===== config.mk =====
export PLATFORM = sky130hd
export DESIGN_NAME = pipe_stage_skid
export DESIGN_NICKNAME = d
export VERILOG_FILES = /design/src/rtl/pipe_stage_skid.sv
export SDC_FILE = /design/constraint.sdc
export NUM_CORES = 1
export LEC_CHECK = 0
export CORE_AREA = 2 2 208 210
export DETAILED_ROUTE_END_ITERATION = 16
export DIE_AREA = 0 0 210 212
export PLACE_DENSITY_LB_ADDON = 0.12
export SYNTH_ARGS = -nofsm -noshare
export SYNTH_HDL_FRONTEND = slang
export SYNTH_SLANG_ARGS = --single-unit

===== constraint.sdc =====
create_clock -name clk_i -period 3.7 [get_ports clk_i]
set_input_delay 0.37 -clock clk_i [delete_from_list [all_inputs] [get_ports clk_i]]
set_output_delay 0.37 -clock clk_i [all_outputs]
set_load 0.01 [all_outputs]

===== src/rtl/pipe_stage_skid.sv =====
// Inter-stage pipeline register with valid/ready handshake, stall/flush control,
// an optional two-entry skid buffer and saturating stall/flush event counters.
module pipe_stage_skid #(
    parameter int unsigned DATA_W   = 192,
    parameter int unsigned CTRL_W   = 24,
    parameter int unsigned SKID     = 1,
    parameter int unsigned CLR_DATA = 1,
    parameter int unsigned CNT_W    = 16
) (
    input  logic              clk_i,
    input  logic              rst_ni,
    input  logic              stall_i,
    input  logic              flush_i,
    input  logic              in_valid_i,
    output logic              in_ready_o,
    input  logic [DATA_W-1:0] in_data_i,
    input  logic [CTRL_W-1:0] in_ctrl_i,
    output logic              out_valid_o,
    input  logic              out_ready_i,
    output logic [DATA_W-1:0] out_data_o,
    output logic [CTRL_W-1:0] out_ctrl_o,
    output logic [1:0]        occupancy_o,
    input  logic              cnt_clr_i,
    output logic [CNT_W-1:0]  stall_cnt_o,
    output logic [CNT_W-1:0]  flush_cnt_o
);

    // Encoding doubles as the occupancy count: M is valid in ONE/FULL, S only in FULL.
    typedef enum logic [1:0] {
        ST_EMPTY = 2'd0,
        ST_ONE   = 2'd1,
        ST_FULL  = 2'd2
    } state_e;

    state_e              state_q, state_d;
    logic [DATA_W-1:0]   m_data_q, m_data_d;
    logic [CTRL_W-1:0]   m_ctrl_q, m_ctrl_d;
    logic [DATA_W-1:0]   s_data_q, s_data_d;
    logic [CTRL_W-1:0]   s_ctrl_q, s_ctrl_d;
    logic [CNT_W-1:0]    stall_cnt_q, stall_cnt_d;
    logic [CNT_W-1:0]    flush_cnt_q, flush_cnt_d;

    logic                m_valid_s;
    logic                s_valid_s;
    logic                in_ready_s;
    logic                in_fire_s;
    logic                out_fire_s;

    function automatic logic [CNT_W-1:0] sat_inc(input logic [CNT_W-1:0] v);
        logic [CNT_W-1:0] r;
        if (&v) begin
            r = v;
        end else begin
            r = v + {{(CNT_W-1){1'b0}}, 1'b1};
        end
        return r;
    endfunction

    // Handshake decode; in_ready is held low while the asynchronous reset is asserted.
    always_comb begin
        m_valid_s = (state_q != ST_EMPTY);
        s_valid_s = (state_q == ST_FULL);
        if (SKID != 32'd0) begin
            in_ready_s = rst_ni & ~stall_i & ~flush_i & ~s_valid_s;
        end else begin
            in_ready_s = rst_ni & ~stall_i & ~flush_i & (~m_valid_s | out_ready_i);
        end
        in_fire_s  = in_valid_i & in_ready_s;
        out_fire_s = m_valid_s & out_ready_i & ~stall_i & ~flush_i;
    end

    // Next-state for the storage entries: flush beats stall beats normal flow.
    always_comb begin
        state_d  = state_q;
        m_data_d = m_data_q;
        m_ctrl_d = m_ctrl_q;
        s_data_d = s_data_q;
        s_ctrl_d = s_ctrl_q;
        if (flush_i) begin
            state_d  = ST_EMPTY;
            m_ctrl_d = {CTRL_W{1'b0}};
            s_ctrl_d = {CTRL_W{1'b0}};
            if (CLR_DATA != 32'd0) begin
                m_data_d = {DATA_W{1'b0}};
                s_data_d = {DATA_W{1'b0}};
            end else begin
                m_data_d = m_data_q;
                s_data_d = s_data_q;
            end
        end else if (stall_i) begin
            state_d = state_q;
        end else begin
            case (state_q)
                ST_EMPTY: begin
                    if (in_fire_s) begin
                        state_d  = ST_ONE;
                        m_data_d = in_data_i;
                        m_ctrl_d = in_ctrl_i;
                    end else begin
                        state_d = ST_EMPTY;
                    end
                end
                ST_ONE: begin
                    if (in_fire_s && out_fire_s) begin
                        state_d  = ST_ONE;
                        m_data_d = in_data_i;
                        m_ctrl_d = in_ctrl_i;
                    end else if (in_fire_s && (SKID != 32'd0)) begin
                        state_d  = ST_FULL;
                        s_data_d = in_data_i;
                        s_ctrl_d = in_ctrl_i;
                    end else if (out_fire_s) begin
                        // Control must read as zero once the entry is gone.
                        state_d  = ST_EMPTY;
                        m_ctrl_d = {CTRL_W{1'b0}};
                    end else begin
                        state_d = ST_ONE;
                    end
                end
                ST_FULL: begin
                    if (out_fire_s) begin
                        state_d  = ST_ONE;
                        m_data_d = s_data_q;
                        m_ctrl_d = s_ctrl_q;
                        s_ctrl_d = {CTRL_W{1'b0}};
                    end else begin
                        state_d = ST_FULL;
                    end
                end
                default: begin
                    state_d  = ST_EMPTY;
                    m_ctrl_d = {CTRL_W{1'b0}};
                    s_ctrl_d = {CTRL_W{1'b0}};
                end
            endcase
        end
    end

    // Event counters: clear wins; a cycle with both stall and flush is a flush event.
    always_comb begin
        if (cnt_clr_i) begin
            stall_cnt_d = {CNT_W{1'b0}};
        end else if (stall_i && !flush_i) begin
            stall_cnt_d = sat_inc(stall_cnt_q);
        end else begin
            stall_cnt_d = stall_cnt_q;
        end
        if (cnt_clr_i) begin
            flush_cnt_d = {CNT_W{1'b0}};
        end else if (flush_i && m_valid_s) begin
            flush_cnt_d = sat_inc(flush_cnt_q);
        end else begin
            flush_cnt_d = flush_cnt_q;
        end
    end

    // State registers with asynchronous clear of every entry and counter.
    always_ff @(posedge clk_i or negedge rst_ni) begin
        if (!rst_ni) begin
            state_q     <= ST_EMPTY;
            m_data_q    <= {DATA_W{1'b0}};
            m_ctrl_q    <= {CTRL_W{1'b0}};
            s_data_q    <= {DATA_W{1'b0}};
            s_ctrl_q    <= {CTRL_W{1'b0}};
            stall_cnt_q <= {CNT_W{1'b0}};
            flush_cnt_q <= {CNT_W{1'b0}};
        end else begin
            state_q     <= state_d;
            m_data_q    <= m_data_d;
            m_ctrl_q    <= m_ctrl_d;
            s_data_q    <= s_data_d;
            s_ctrl_q    <= s_ctrl_d;
            stall_cnt_q <= stall_cnt_d;
            flush_cnt_q <= flush_cnt_d;
        end
    end

    assign in_ready_o  = in_ready_s;
    assign out_valid_o = m_valid_s;
    assign out_data_o  = m_data_q;
    assign out_ctrl_o  = m_ctrl_q;
    assign occupancy_o = state_q;
    assign stall_cnt_o = stall_cnt_q;
    assign flush_cnt_o = flush_cnt_q;

endmodule

==> results of run 1 <==
flip-flops by register name (all words and copies together) (netlist names):
register / flops
s_ctrl_q: 24
out_ctrl_o: 24
flush_cnt_o: 16
s_data_q: 192
out_data_o: 192
stall_cnt_o: 16
occupancy_o: 2
power by group through the flow:
stage	registers, mW	logic (mW)	clock network, mW
4_1_cts	5.26	1.07	4.96
2_1_floorplan	5.39	0.335	0
6_report	5.27	1.07	4.86
3_5_place_dp	5.36	1.07	0
5_1_grt	5.27	1.16	5.18
3_3_place_gp	5.35	1.05	0
worst max-delay path, stage by stage (launching register included):
cell      delay, ns
dfrtp_1        0.37
buf_4          0.19
nor2b_4        0.16
nor2_1         0.15
ha_1           0.24
nand2b_1       0.38
o32a_1         0.89
a22oi_1        0.17
nor2_1         0.17
through the flow:
stage / hold WS, ns / setup slack (ns) / utilization / cells / cell area [um^2]
2_1_floorplan: 0.0744 / 0.799 / - / 2312 / 20800
3_3_place_gp: 0.477 / 0.502 / 0.607 / 3168 / 25800
3_5_place_dp: 0.478 / 0.348 / 0.607 / 3168 / 25800
4_1_cts: 0.317 / 0.883 / 0.645 / 3257 / 27400
5_1_grt: 0.340 / 0.625 / 0.645 / 3263 / 27400
6_report: 0.351 / 0.884 / 0.645 / 3263 / 27400
path summary, 6_finish.rpt:
| check | cells after the start | slack [ns] | endpoint | start |
|---|---|---|---|---|
| max in group asynchronous | 4 | 1.56 | s_data_q[160] | rst_ni |
| min | 3 | 0.35 | s_data_q[64] | in_data_i[64] |
| max | 8 | 0.88 | s_ctrl_q[6] | occupancy_o[1] |
| min in group asynchronous | 3 | 0.58 | out_ctrl_o[7] | rst_ni |
| max reg2reg | 8 | 0.88 | s_ctrl_q[6] | occupancy_o[1] |
| min reg2reg | 1 | 0.49 | out_ctrl_o[22] | out_ctrl_o[22] |
cell families after synthesis:
| group | count (synthesis) |
|---|---|
| AND/OR/NAND/NOR | 1116 |
| AO/OA/AOI/OAI | 500 |
| flip-flops | 466 |
| buffers and inverters | 209 |
| multiplexers | 17 |
| adder cells (fa/ha/maj) | 4 |
cell usage in the layout (no fill, tap or decap), types with 11 or more instances in the layout:
| cell | instances |
|---|---|
| a21oi_1 | 211 |
| a22oi_1 | 41 |
| a311oi_1 | 192 |
| buf_12 | 15 |
| buf_4 | 20 |
| clkbuf_1 | 17 |
| clkbuf_16 | 51 |
| clkdlybuf4s50_1 | 472 |
| dfrtp_1 | 466 |
| mux2_2 | 12 |
| nand2_1 | 780 |
| nor2_1 | 240 |
| nor3_1 | 12 |
| o21ai_0 | 11 |
| o2bb2ai_1 | 17 |
layer usage:
layer	vias up	GRT usage	wire length (um)
li1	8654	-	-
met2	617	0.427	29700
met4	10	0.102	2210
met5	-	0	66
met3	130	0.0789	5050
met1	9143	0.370	25900
cell type report:
cell class	instances	area, um^2	share of cell area
Antenna cell	6	15.0	0.000548
Clock buffer	78	1480	0.0539
Clock inverter	9	98.8	0.00361
Inverter	10	37.5	0.00137
Multi-Input combinational cell	1637	8220	0.300
Sequential cell	466	11700	0.425
Tap cell	546	683	0.0249
Timing Repair Buffer	511	5230	0.191
==> metrics.md, run 1 <==
| Metric | Value |
|---|---|
| Outcome | finished clean |
| Resize count post-CTS | 0 |
| Post-synthesis simple-gate area fraction | 0.215 |
| Global router's overall resource usage | 0.275 |
| Multiplexer fraction of the synthesized cell area | 0.00901 |
| Antenna-violating nets left | 0 |
| Worst Tran Pin Value | 1.42 ns |
| Post-synth top area share | 0.560 |
| Total congestion overflow after global routing | 0 |
| Count of flip-flops with a built-in enable after synthesis | 0 |
| Number of buffer cells added on primary ports | 474 |
| Final Critical Period | roughly 2.8 ns |
| Hold Violations, Final | 0 |
| P_int | 8.57 mW |
| Synth Area in Compound Gates | 0.168 |
| Fraction of final layout cells with drive strength greater than 1 | 0.0480 |
| CTS hold repair buffers | 2 |
| Number of design-rule violations left by the first detailed-router iteration | 2,002 |
| Type of element capturing the critical path | flop |
| Worst skew pair latency | 0.58 ns |
| Setup Fix Bufs, Post-CTS | 0 |
| Critical path startpoint category | flop |
| Combinational family with the most area after synthesis | simple AND/OR/NAND/NOR gates |
| Via Count | about 19,000 |
| Vias per std cell | between 5 and 6 |
| Clock Tree Buf Depth | 3 |
| Die footprint | 0.0445 mm^2 |
| Data arrival time of the worst path | 3.32 ns |
| Number of antenna violations at the first check in global routing | 11 |
| Final routed wirelength across all metal layers | around 63 mm |
| Die Height | 212 um |
| Root cell of the clock tree | clkbuf_16 |
| Count of boundary I/O pins | 475 |
| Critical path type | flop to flop |
| Number of global-route vias before repair | between 15,000 and 20,000 |
| Number of synthesized register bits | 466 |
| Fillcell total | approximately 3,500 |
| Clock network fraction of total power | 0.435 |
| RSZ-0062 raised after global routing | no |
| Maximum number of pins on one net before global-route repair | between 200 and 250 |
| Average wire per cell in the routed design | 19.3 um |
| Clock transition at the register clock pins on the worst setup and hold paths after CTS | 0.06 ns |
| Leading cell types by count after synthesis | 780 x nand2_1, 466 x dfrtp_1, 240 x nor2_1, 211 x a21oi_1, 192 x a311oi_1 |
| Core box area | 0.0425 mm^2 |
| Largest cells by area after synthesis | dfrtp_1 56%, nand2_1 14%, a311oi_1 8.1% |
| Power dissipated by switching net loads | 2.62 mW |
| Count of unresolved DRC violations after routing | 0 |
| Leakage power summed over all cells | 11.2 nW |
| Total of endpoints with negative setup slack in the final report | 0 |
| Final count of pins violating max slew | 0 |
| Cell taking the most area after synthesis | dfrtp_1 |
| Synth warnings | 0 |
| Instance count of the mapped netlist | 2,312 |
| Synthesis-to-layout area growth | 31.7% |
| Power per standard cell area | 408 mW/mm^2 |
| Site row count | 76 |
| Net switching share of the total power | 0.234 |
| Maximum capacitance violations | 0 |
| Most used DFF post-synth | dfrtp_1 |
| Headroom to the max-slew limit | 0.0541 |
| Routability-driven placement congestion ratio | 0.876 |
| Post-route total power | 11.2 mW |
| Most common cell in the synthesized netlist | nand2_1 |
| Number of sinks on the clock net | about 470 |
| Required arrival time at the worst endpoint | 4.20 ns |
| Half-perimeter wire length of the detailed placement result | 38.8 mm |
| Crit path max fanout | 24 |
| Starting density of the core | 0.490 |
| Maximum clock skew at final layout | around 0.011 ns |
| Fin crit share | 0.761 |
| Share of flip-flops with an asynchronous set or reset after synthesis | 1.00 |
| Seq pwr share | 0.470 |
| Combinational Power Share | 0.095 |
| Class of the tightest hold or removal check | input pin to flop |
| Post-synthesis share of cell area spent on full adders, half adders and majority gates | 0.00240 |
| Netlist area before placement | 0.0208 mm^2 |
| XOR/XNOR Fraction of Synth Area | 0 |
| IR drop worst, VDD | 0.000301 V |
| Final net count | 2,902 |
| Mean instance size in the synthesized netlist | 9.01 um^2 |
| H-Tree Depth | 2 |
| Share of the yosys chip area belonging to registers | 0.560 |
| Total Neg Setup Slack | 0 ns |
| Top achievable clock speed | ~0.36 GHz |
| TritonCTS clock tree | done |
| Number of CTS-inserted buffers | 49 |
| Global-route wire length before repair | 97.8 mm |
| Post-Synthesis Net Count | about 2,500 |
| Number of unique standard cell types used by synthesis | 51 |
| Length of the first detailed-routing pass in iterations | 8 |
| Chip width | 210 um |
(Power assumes the default switching activity.)
==> run 2: changes to the inputs <==
==> constraint.sdc (replaced) <==
create_clock -name clk_i -period 2.7 [get_ports clk_i]
set_input_delay 0.27 -clock clk_i [delete_from_list [all_inputs] [get_ports clk_i]]
set_output_delay 0.27 -clock clk_i [all_outputs]
set_load 0.01 [all_outputs]
==> run 2 against run 1 <==
Die area did not move. Maximum frequency rose by 15%. Sequential cell count did not move. Critical path type unchanged. Largest cell class unchanged.
==> metrics.md, run 2 (same netlist as run 1, synthesis figures left out) <==
| Metric | Value |
|---|---|
| RSZ-0062 raised after global routing | no |
| Sink of the worst hold path | flush_cnt_o[2] |
| Setup Fix Bufs, Post-CTS | 0 |
| Power per standard cell area | 556 mW/mm^2 |
| Hold slack | 0.0792 ns |
| Hold Violations, Final | 0 |
| Placed Cells | 3,185 |
| Worst Tran Pin Value | 1.04 ns |
| Die footprint | 0.0445 mm^2 |
| Final count of pins violating max slew | 0 |
| Total congestion overflow after global routing | 0 |
| Fin crit share | 0.910 |
| Average wire per cell in the routed design | ~19 um |
| Type of element capturing the critical path | flop |
| Number of global-route vias before repair | ~18,000 |
| H-Tree Depth | 2 |
| Global-route wire length before repair | 98.2 mm |
| Root cell of the clock tree | clkbuf_16 |
| Commonest cells after routing, fill and taps aside | 780 x nand2_1, 472 x clkdlybuf4s50_1, 466 x dfrtp_1 |
| Number of antenna violations at the first check in global routing | 15 |
| Number of design-rule violations left by the first detailed-router iteration | ~2,000 |
| Maximum capacitance violations | 0 |
| Clock transition at the register clock pins on the worst setup and hold paths after CTS | 0.06 ns |
| Critical path startpoint category | flop |
| Clock network fraction of total power | 0.437 |
| Number of sinks on the clock net | 466 |
| Combinational Power Share | 0.095 |
| Clock Tree Buf Depth | 3 |
| Maximum clock skew at final layout | approximately 0.013 ns |
| Site row count | 76 |
| Maximum number of pins on one net before global-route repair | between 150 and 200 |
| Worst Hold Depth | 3 |
| Fraction of final layout cells with drive strength greater than 1 | 0.0543 |
| Via Count | 18,700 |
| P_int | 11.8 mW |
| Non-filler cells, final | 3,286 |
| Number of buffer cells added on primary ports | between 400 and 500 |
| Count of boundary I/O pins | about 480 |
| Starting density of the core | 0.490 |
| Total of endpoints with negative setup slack in the final report | 0 |
| Data arrival time of the worst path | 2.86 ns |
| Count of unresolved DRC violations after routing | 0 |
| Seq pwr share | 0.468 |
| Most common cell after layout, fill and taps aside | nand2_1 |
| Critical register-to-register path endpoint | s_data_q[102] |
| Leakage power summed over all cells | 11.3 nW |
| Chip width | roughly 210 um |
| Headroom to the max-slew limit | 0.309 |
| Power dissipated by switching net loads | 3.60 mW |
| Outcome | finished clean |
| Routability-driven placement congestion ratio | 0.873 |
| Final Critical Period | 2.46 ns |
| Logic depth of the worst register-to-register path | 8 |
| TritonCTS clock tree | done |
| Share of the core filled with cells | 0.652 |
| Required arrival time at the worst endpoint | between 3 and 4 ns |
| Final net count | 2,919 |
| Critical path type | flop to flop |
| Global router's overall resource usage | 0.275 |
| IR drop worst, VDD | 0.000441 V |
| Synthesis-to-layout area growth | 33.1% |
| Minimum setup slack among reg-to-reg paths | 0.24 ns |
| Top achievable clock speed | just over 0.4 GHz |
| Launch instance of the worst min-delay path | flush_i |
| Vias per std cell | 5.70 |
| Post-route total power | 15.4 mW |
| Net switching share of the total power | 0.233 |
| Crit path max fanout | 122 |
| Number of CTS-inserted buffers | 50 |
| Total Neg Setup Slack | 0 ns |
| Core box area | 0.0425 mm^2 |
| Worst skew pair latency | 0.58 ns |
| RR Startpoint | occupancy_o[1] |
| Length of the first detailed-routing pass in iterations | 6 |
| Class of the tightest hold or removal check | input pin to flop |
| Antenna-violating nets left | 0 |
| Final routed wirelength across all metal layers | 62.4 mm |
| Die Height | 212 um |
| Half-perimeter wire length of the detailed placement result | 39.2 mm |
==> run 2: cell count changes in the layout (fill, tap and decap cells not counted), moves of 2 or more <==
| cell | delta |
|---|---|
| buf_12 | +10 |
| buf_4 | +6 |
| diode_2 | +6 |
| clkinv_2 | -3 |
| clkbuf_8 | +2 |
==> run 2: worst max path at each step <==
stage	start	to	slack (ns)
final	occupancy_o[1]	s_data_q[102]	0.24
after global routing	occupancy_o[1]	out_ctrl_o[19]	0.06
after CTS	rst_ni	in_ready_o	0.05
after detailed placement	stall_i	out_ctrl_o[8]	-0.1
after global placement	stall_i	out_ctrl_o[4]	-0.04
after floorplan	occupancy_o[1]	s_data_q[10]	-0.009
==> run 2: stage by stage <==
step,setup WS [ns],instance area [um^2]
2_1_floorplan,-0.00892,20900
3_3_place_gp,-0.0435,26100
3_5_place_dp,-0.0972,26100
4_1_cts,0.0495,27700
5_1_grt,0.0597,27700
6_report,0.242,27700
==> run 2: per-layer routing <==
metal,share of wire,vias up,global-route usage
met1,0.41,9227,0.373
met4,0.038,8,0.121
met5,0.00080,-,0
li1,-,8711,-
met2,0.47,652,0.426
met3,0.078,137,0.0647
==> run 2: power by group through the flow <==
| stage | registers [mW] | clock network, mW | logic (mW) |
|---|---|---|---|
| 3_3_place_gp | 7.34 | 0 | 1.45 |
| 3_5_place_dp | 7.34 | 0 | 1.47 |
| 2_1_floorplan | 7.38 | 0 | 0.461 |
| 4_1_cts | 7.22 | 6.86 | 1.47 |
| 6_report | 7.22 | 6.74 | 1.46 |
| 5_1_grt | 7.23 | 7.15 | 1.59 |
==> run 2: repair_timing <==
item | CTS | global route
endpoints found under the setup margin | 0 | 2
endpoints found under the hold margin | 54 | 0
resized for setup | 0 | 2
hold buffers | 1 | 0
==> run 2: worst max-delay path, stage by stage (launching register included) <==
cell	delay [ns]
dfrtp_1	0.39
or2_1	0.26
and3_1	0.19
ha_1	0.25
nor3b_1	0.43
nand2b_4	0.14
buf_12	0.27
nand2_1	0.17
a21oi_1	0.08
==> run 2: area by class of cell <==
| type | count | area, um^2 |
|---|---|---|
| Antenna cell | 12 | 30.0 |
| Clock buffer | 81 | 1510 |
| Clock inverter | 7 | 91.3 |
| Fill cell | 3425 | 14800 |
| Inverter | 10 | 37.5 |
| Multi-Input combinational cell | 1637 | 8220 |
| Sequential cell | 466 | 11700 |
| Tap cell | 546 | 683 |
| Timing Repair Buffer | 527 | 5470 |
==> run 3: changes to the inputs <==
--- a/config.mk
+++ b/config.mk
@@ -5,9 +5,9 @@
 export SDC_FILE = /design/constraint.sdc
 export NUM_CORES = 1
 export LEC_CHECK = 0
-export CORE_AREA = 2 2 208 210
+export CORE_AREA = 2 2 304 306
 export DETAILED_ROUTE_END_ITERATION = 16
-export DIE_AREA = 0 0 210 212
+export DIE_AREA = 0 0 306 308
 export PLACE_DENSITY_LB_ADDON = 0.12
 export SYNTH_ARGS = -nofsm -noshare
 export SYNTH_HDL_FRONTEND = slang
==> run 3 against run 2 <==
Utilization shrank 33 points. Sequential power is essentially flat. Hold slack lost 0.014 ns. Non-clock buffer count grew 37. Register-to-register slack is essentially flat. Total power grew 6.0%. Combinational power grew 4%. Setup slack lost 0.0066 ns. Cell count grew 21%. Cell area grew 5.0%. Sequential cell count is the same. Critical path type unchanged. Critical endpoint is now s_data_q[91].
==> metrics.md, run 3 (same netlist as run 1, synthesis figures left out) <==
| Metric | Value |
|---|---|
| Root cell of the clock tree | clkbuf_16 |
| TritonCTS clock tree | done |
| Post-route total power | around 16 mW |
| Count of unresolved DRC violations after routing | 0 |
| Type of element capturing the critical path | flop |
| Outcome | finished clean |
| Number of design-rule violations left by the first detailed-router iteration | 1,231 |
| Most numerous cell on the critical path | buf_12 |
| Most common cell after layout, fill and taps aside | nand2_1 |
| Number of antenna violations at the first check in global routing | 9 |
| Leakage power summed over all cells | approximately 12 nW |
| Total Neg Setup Slack | 0 ns |
| Starting density of the core | 0.229 |
| Critical path startpoint category | flop |
| Worst skew pair latency | 0.61 ns |
| Launch instance of the worst min-delay path | flush_i |
| Logic depth of the worst register-to-register path | 10 |
| Maximum clock skew at final layout | 0.0173 ns |
| Fillcell total | about 9,400 |
| Total of endpoints with negative setup slack in the final report | 0 |
| CP peak stage delay | 0.45 ns |
| Site row count | 111 |
| Top achievable clock speed | 0.406 GHz |
| Hold slack | approximately 0.065 ns |
| Synthesis-to-layout area growth | 39.7% |
| Share of the core filled with cells | 0.320 |
| Die footprint | 0.0942 mm^2 |
| Clock transition at the register clock pins on the worst setup and hold paths after CTS | 0.06 ns |
| Cell area reported after detailed placement | about 0.027 mm^2 |
| Average wire per cell in the routed design | approximately 19 um |
| Number of global-route vias before repair | around 19,000 |
| H-Tree Depth | 2 |
| RR Startpoint | occupancy_o[1] |
| Maximum capacitance violations | 0 |
| Core box area | 0.0910 mm^2 |
| Vias per std cell | 4.67 |
| Count of boundary I/O pins | 475 |
| Final count of pins violating max slew | 0 |
| Fraction of final layout cells with drive strength greater than 1 | 0.0713 |
| Post-route design area | 0.0291 mm^2 |
| Library cell contributing the largest single delay on the critical path | dfrtp_1 |
| Fin crit share | 0.913 |
| Class of the tightest hold or removal check | input pin to flop |
| Total congestion overflow after global routing | 0 |
| Global-route wire length before repair | 116 mm |
| Global router's overall resource usage | 0.156 |
| Antenna-violating nets left | 0 |
| Required arrival time at the worst endpoint | 3.21 ns |
| Via Count | 18,500 |
| RSZ-0062 raised after global routing | no |
| Final worst-path setup slack | 0.235 ns |
| Half-perimeter wire length of the detailed placement result | 48.7 mm |
| Final net count | just under 3,000 |
| Length of the first detailed-routing pass in iterations | 5 |
| Clock Tree Buf Depth | 3 |
| Worst Tran Pin Value | 1.03 ns |
| Chip width | 306 um |
| Power per standard cell area | 562 mW/mm^2 |
| Non-filler cells, final | 3,965 |
| Data arrival time of the worst path | 2.97 ns |
| Crit path max fanout | 26 |
| Final routed wirelength across all metal layers | 75.3 mm |
| Critical path type | flop to flop |
| Worst Hold Depth | 3 |
| Number of buffer cells added on primary ports | 474 |
| Die Height | 308 um |
| Headroom to the max-slew limit | 0.315 |
| Setup WS pre-CTS | -0.0948 ns |
| Cells along the critical path | or2_1 -> and3_1 -> ha_1 -> buf_4 -> nand2b_1 -> nor3_4 -> buf_12 -> buf_12 -> nand2_1 -> a21oi_1 |
| Launching instance or port of the critical path | occupancy_o[1] |
| Maximum number of pins on one net before global-route repair | 190 |
| Number of sinks on the clock net | around 470 |
| IR drop worst, VDD | 0.000367 V |
| Number of CTS-inserted buffers | 58 |
| Commonest cells after routing, fill and taps aside | 780 x nand2_1, 472 x clkdlybuf4s50_1, 466 x dfrtp_1 |
| Final Critical Period | 2.46 ns |
| Hold Violations, Final | 0 |
| Routability-driven placement congestion ratio | 0.769 |
| Placed Cells | 3,862 |
run 3: repair_timing:
action / CTS / global route
resized for setup: 0 / 1
setup endpoints to repair: 0 / 5
hold endpoints to repair: 180 / 0
hold buffers: 1 / 0
buffers inserted: 0 / 0
run 3: power by group:
| group | internal [mW] | total [mW] | switching [mW] |
|---|---|---|---|
| Clock | 4.48 | 7.60 | 3.12 |
| Sequential | 7.13 | 7.23 | 0.101 |
| Combinational | 0.729 | 1.52 | 0.793 |
run 3: final cells by class:
type / instances / area, um^2 / share of cell area
antenna: 2 / 5.00 / 0.000172
clock buffer: 91 / 1750 / 0.0600
clock inverter: 9 / 83.8 / 0.00288
inverter: 10 / 37.5 / 0.00129
multi-input combinational: 1637 / 8230 / 0.283
sequential: 466 / 11700 / 0.401
tap: 1186 / 1480 / 0.0510
timing repair buffer: 564 / 5850 / 0.201
run 3: path summary, 6_finish.rpt:
path / endpoint / slack [ns]
setup / recovery: s_data_q[91] / 0.24
hold / removal: flush_cnt_o[2] / 0.06
setup reg to reg: s_data_q[91] / 0.24
hold reg to reg: out_ctrl_o[7] / 0.49
max in group asynchronous: out_data_o[131] / 0.90
min in group asynchronous: out_ctrl_o[18] / 0.41
run 3: metal layers:
layer	part of all wire	GRT usage
met1	0.44	0.204
met3	0.067	0.0416
met5	0.0013	0
met2	0.47	0.254
met4	0.020	0.0394
run 3: worst max-delay path, delay by kind of cell (launching register included):
| family | cells | cell delay, ns |
|---|---|---|
| fa+ha+maj | 1 | 0.23 |
| buf+inv | 3 | 0.61 |
| flops | 1 | 0.45 |
| compound gates | 1 | 0.13 |
| simple gates | 5 | 0.94 |
